File: src/rtl/uart_alu_ctrl_pkg.sv
// rtl/uart_alu_ctrl_pkg.sv - shared state encoding and default widths for uart_alu_ctrl
package uart_alu_ctrl_pkg;

  localparam int DEF_SIZEDATA = 8;
  localparam int DEF_SIZEOP   = 6;

  typedef enum logic [2:0] {
    ST_WAIT_A  = 3'd0,
    ST_WAIT_B  = 3'd1,
    ST_WAIT_OP = 3'd2,
    ST_COMPUTE = 3'd3,
    ST_SEND    = 3'd4,
    ST_WAIT_TX = 3'd5
  } state_t;

  // Received bytes are refused while a result is being produced or sent.
  function automatic logic is_busy(input state_t s);
    return (s == ST_COMPUTE) || (s == ST_SEND) || (s == ST_WAIT_TX);
  endfunction

endpackage

File: src/rtl/uart_alu_timeout.sv
// rtl/uart_alu_timeout.sv - inter-byte timeout counter; expired flags the last idle cycle
module uart_alu_timeout #(
  parameter int unsigned TIMEOUT_CYCLES = 1_000_000
) (
  input  logic i_clock,
  input  logic i_reset,
  input  logic clear,
  input  logic enable,
  output logic expired
);

  localparam int unsigned CW = $clog2(TIMEOUT_CYCLES);

  logic [CW-1:0] count;

  // Counter sits at zero whenever disabled, so every wait starts from a full budget.
  always_ff @(posedge i_clock or posedge i_reset) begin
    if (i_reset) begin
      count <= '0;
    end else if (clear || !enable) begin
      count <= '0;
    end else begin
      count <= count + CW'(1);
    end
  end

  assign expired = enable && (count == CW'(TIMEOUT_CYCLES - 1));

endmodule

File: src/rtl/uart_alu_ctrl.sv
// rtl/uart_alu_ctrl.sv - UART-fed ALU frame controller (A, B, opcode -> result byte)
// Optional inter-byte timeout enabled by defining UART_ALU_CTRL_TIMEOUT_EN.
module uart_alu_ctrl
  import uart_alu_ctrl_pkg::*;
#(
  parameter int          SIZEDATA       = DEF_SIZEDATA,
  parameter int          SIZEOP         = DEF_SIZEOP,
  parameter int unsigned TIMEOUT_CYCLES = 1_000_000
) (
  input  logic                i_clock,
  input  logic                i_reset,
  input  logic                i_rx_done,
  input  logic [SIZEDATA-1:0] i_rx_data,
  input  logic [SIZEDATA-1:0] i_alu_result,
  input  logic                i_tx_done,
  output logic [SIZEDATA-1:0] o_alu_datoa,
  output logic [SIZEDATA-1:0] o_alu_datob,
  output logic [SIZEOP-1:0]   o_alu_opcode,
  output logic [SIZEDATA-1:0] o_tx_data,
  output logic                o_tx_start,
  output logic                o_busy,
  output logic                o_drop,
  output logic                o_timeout
);

  if ((SIZEOP < 1) || (SIZEOP > SIZEDATA) || (TIMEOUT_CYCLES < 2)) begin : g_bad_cfg
    $error("uart_alu_ctrl: invalid SIZEOP/SIZEDATA/TIMEOUT_CYCLES");
  end

  state_t state, state_next;
  logic   timeout_expired;

`ifdef UART_ALU_CTRL_TIMEOUT_EN
  logic timeout_enable;

  assign timeout_enable = (state == ST_WAIT_B) || (state == ST_WAIT_OP);

  // Any i_rx_done in the counting states is an accepted byte, so it restarts the count.
  uart_alu_timeout #(
    .TIMEOUT_CYCLES(TIMEOUT_CYCLES)
  ) u_timeout (
    .i_clock (i_clock),
    .i_reset (i_reset),
    .clear   (i_rx_done),
    .enable  (timeout_enable),
    .expired (timeout_expired)
  );
`else
  assign timeout_expired = 1'b0;
`endif

  always_ff @(posedge i_clock or posedge i_reset) begin
    if (i_reset) begin
      state <= ST_WAIT_A;
    end else begin
      state <= state_next;
    end
  end

  // A byte arriving on the expiry cycle wins over the timeout.
  always_comb begin
    state_next = state;
    case (state)
      ST_WAIT_A:  if (i_rx_done) state_next = ST_WAIT_B;
      ST_WAIT_B: begin
        if (i_rx_done)            state_next = ST_WAIT_OP;
        else if (timeout_expired) state_next = ST_WAIT_A;
      end
      ST_WAIT_OP: begin
        if (i_rx_done)            state_next = ST_COMPUTE;
        else if (timeout_expired) state_next = ST_WAIT_A;
      end
      ST_COMPUTE: state_next = ST_SEND;
      ST_SEND:    state_next = ST_WAIT_TX;
      ST_WAIT_TX: if (i_tx_done) state_next = ST_WAIT_A;
      default:    state_next = ST_WAIT_A;
    endcase
  end

  always_comb begin
    o_busy     = is_busy(state);
    o_tx_start = (state == ST_SEND);
    o_drop     = i_rx_done && o_busy;
    o_timeout  = timeout_expired && !i_rx_done;
  end

  // Captures only happen in the WAIT_* states, so dropped bytes never touch these registers.
  always_ff @(posedge i_clock or posedge i_reset) begin
    if (i_reset) begin
      o_alu_datoa  <= '0;
      o_alu_datob  <= '0;
      o_alu_opcode <= '0;
      o_tx_data    <= '0;
    end else begin
      case (state)
        ST_WAIT_A:  if (i_rx_done) o_alu_datoa  <= i_rx_data;
        ST_WAIT_B:  if (i_rx_done) o_alu_datob  <= i_rx_data;
        ST_WAIT_OP: if (i_rx_done) o_alu_opcode <= i_rx_data[SIZEOP-1:0];
        ST_COMPUTE: o_tx_data <= i_alu_result;
        default: ;
      endcase
    end
  end

endmodule

File: config.mk
export PLATFORM = sky130hd
export DESIGN_NAME = uart_alu_ctrl
export DESIGN_NICKNAME = d
export VERILOG_FILES = /design/src/rtl/uart_alu_ctrl_pkg.sv /design/src/rtl/uart_alu_timeout.sv /design/src/rtl/uart_alu_ctrl.sv
export SDC_FILE = /design/constraint.sdc
export NUM_CORES = 1
export LEC_CHECK = 0
export CORE_MARGIN = 3
export CORE_UTILIZATION = 42
export DETAILED_ROUTE_END_ITERATION = 7
export PLACE_DENSITY_LB_ADDON = 0.05
export SYNTH_ARGS = -nofsm -noshare
export SYNTH_HDL_FRONTEND = slang
export SYNTH_SLANG_ARGS = --single-unit
File: constraint.sdc
create_clock -name i_clock -period 2 [get_ports i_clock]
set_input_delay 0.5 -clock i_clock [delete_from_list [all_inputs] [get_ports i_clock]]
set_output_delay 0.5 -clock i_clock [all_outputs]
set_load 0.02 [all_outputs]
==> results.md <==
- Total Power: 0.003480 W
- Drt first pass iters: 4
- Core area: 3078 µm²
- Post-Route WL: 2.835 mm
- Post-Synthesis Cells: 89
- Post-route antenna net violation count: 0
- Post-synthesis compound-gate area fraction: 1.289%
- Gpl congestion: 0.7228
- Outcome: complete, no violations
- Via count: 951
- Clk sink count: 33
- Simple logic cell fraction of the synthesized area: 8.840%
- Post-route setup TNS: 0 ns
- Mapped Area: 1359 µm²
- P&R area growth vs syn: 48.53%
- Worst Skew: 0.004659 ns
- CP startpoint kind: input pin
- Kind of critical path: in -> out
- Largest family of logic cells by synthesized area: multiplexers
- Antenna Cells: 0
- Setup ws final: 0.04097 ns
- Power per cell area: 1724 nW/µm²
- Buffers on Ports: 52
- FF+latch count, synth: 33
- CP max stage delay: 0.48 ns
- Post-synthesis xor/xnor area fraction: 0%
- Tot GR Track Use: 16.44%
- Adder-Cell Fraction of Synth Area: 0%
- Post-synthesis sequential area ratio: 60.77%
- Die H: 62.88 µm
- WP data arrival: 1.46 ns
- Crit. End Element: output port
- Fin cells: 196
- Data required time of the critical path: 1.50 ns
- Fmax: 510.5 MHz
- Layout cells sized above 1: 33.55%
- CTS Buffer Depth: 2
- CTS Buf Count: 5
- Final Critical Period: 1.959 ns
- Die Width: 62.88 µm
- DR iter-0 viols: 15
- RSZ-0062 raised after global routing: no
- Leak Pwr: 0.8524 nW
- Via-to-Cell Ratio: 4.852
- Die area: 3954 µm²
- Latest clock arrival within the worst-skew pair: 0.33 ns
- # setup viols final: 0
- Routed length per instance: 14.46 µm
- Min-delay worst type: reg -> reg
- Fin. max-slew vios: 0
- Final worst-path cycle share: 97.95%
- Final hold violations: 0
- Largest net degree at the start of global routing: 34
- DRC: 0
- # Max-Cap Violations: 0
- Yosys warning count: 0
- Worst vdd ir: 846.8 µV
- DP Worst Slack: -0.3236 ns
- Fillers: 256
- # H-tree levels: 2
- Cell Rows: 20
- Global-route wire length before repair: 4.885 mm
- Clock transition at path regs: 0.09 ns
- CTS root buf: clkbuf_4
- CTS tree: built
- Initial antenna violation count: 0
- Cells after DPL: 188
- Gr ovfl total: 0
- CP Cell Sequence: clkdlybuf4s50_1 -> a21boi_0 -> clkdlybuf4s15_2
- Crit-path slowest cell: clkdlybuf4s50_1
- Crit Path Max Fanout: 2
- Initial core utilization: 44.15%
- Yosys cell types: 19
- Number of top-level pins: 54
- Post-synthesis mux area share: 24.86%
- Vias in the first global route: 996
- Syn nets: 109
- Most common cell after layout, fill and taps aside: clkdlybuf4s50_1
- DP HPWL: 2.123 mm
- Nets: 171
- Mean Syn Cell Area: 15.27 µm²
- Commonest cells after routing, fill and taps aside: clkdlybuf4s50_1, dfrtp_1, mux2_2
[critical path: cells and delay by family]
kind / cells / cell delay, ns
AO/OA/AOI/OAI: 1 / 0.19
buffers and inverters: 2 / 0.77
[state kept, by name, summed over array words and instances (netlist names)]
name / flops
o_tx_data: 8
o_alu_datob: 8
state: 3
o_alu_opcode: 6
o_alu_datoa: 8
[synth_stat cells, drive strengths merged]
library cell,number,share of area (%)
a21boi,1,0.55
a21oi,1,0.37
and2,1,0.46
buf,7,3.7
conb,1,0.28
dfrtp,33,61
inv,1,0.28
mux2,30,25
nand2,1,0.28
nand2b,2,0.92
nand3b,2,1.1
nor3b,3,1.7
nor4b,2,2.4
nor4bb,2,1.5
o21ai,1,0.37
or4,1,0.55
[final timing paths]
| path | start | end | slack (ns) | cells past startpoint |
|---|---|---|---|---|
| min in group asynchronous | i_reset | state[1] | 0.56 | 3 |
| min | o_tx_data[2] | o_tx_data[2] | 0.51 | 1 |
| max reg2reg | state[0] | o_alu_opcode[4] | 0.45 | 4 |
| max in group asynchronous | i_reset | o_alu_opcode[3] | 1.14 | 3 |
| max | i_rx_done | o_drop | 0.04 | 3 |
| min reg2reg | o_tx_data[2] | o_tx_data[2] | 0.51 | 1 |
[report_power, final]
part	leakage, nW	total [W]	internal (W)	switching [W]
logic	0.428	0.00194	0.00107	0.000876
clock network	0.0320	0.000349	0.000134	0.000215
registers	0.392	0.00119	0.00101	0.000177
[logic make-up after synthesis]
| logic type | after synthesis |
|---|---|
| compound gates | 3 |
| buf+inv | 8 |
| flops | 33 |
| mux | 30 |
| other cells | 1 |
| simple gates | 14 |
[area by class of cell]
cell class / instances / area, µm² / area share (%)
inverter: 1 / 3.754 / 0.1860
clock inverter: 2 / 10.01 / 0.4960
multi-input combinational: 48 / 485.5 / 24.05
tap: 44 / 55.05 / 2.728
timing repair buffer: 62 / 596.8 / 29.57
clock buffer: 6 / 41.29 / 2.046
sequential: 33 / 825.8 / 40.92
[repair_timing]
| action | in CTS | in global routing |
|---|---|---|
| buffers inserted | 0 | 0 |
| endpoints found under the setup margin | 3 | 0 |
| resized for setup | 8 | 0 |
| hold buffers | 0 | 0 |
[per-stage QoR]
| step | utilization (%) | cell area, µm² | hold slack (ns) |
|---|---|---|---|
| detailed placement | 63.86 | 1966 | 0.4912 |
| global placement | 63.86 | 1966 | 0.4848 |
| finish | 65.57 | 2018 | 0.5084 |
| floorplan | - | 1359 | 0.5690 |
| CTS | 65.57 | 2018 | 0.5133 |
| global route | 65.57 | 2018 | 0.5351 |
[metal layers]
metal,wire [µm],track usage [%]
met5,0,0
met3,192,6.655
met2,1450,27.54
met4,65,8.264
met1,1126,17.81
Power figures use the tool's default switching activity.
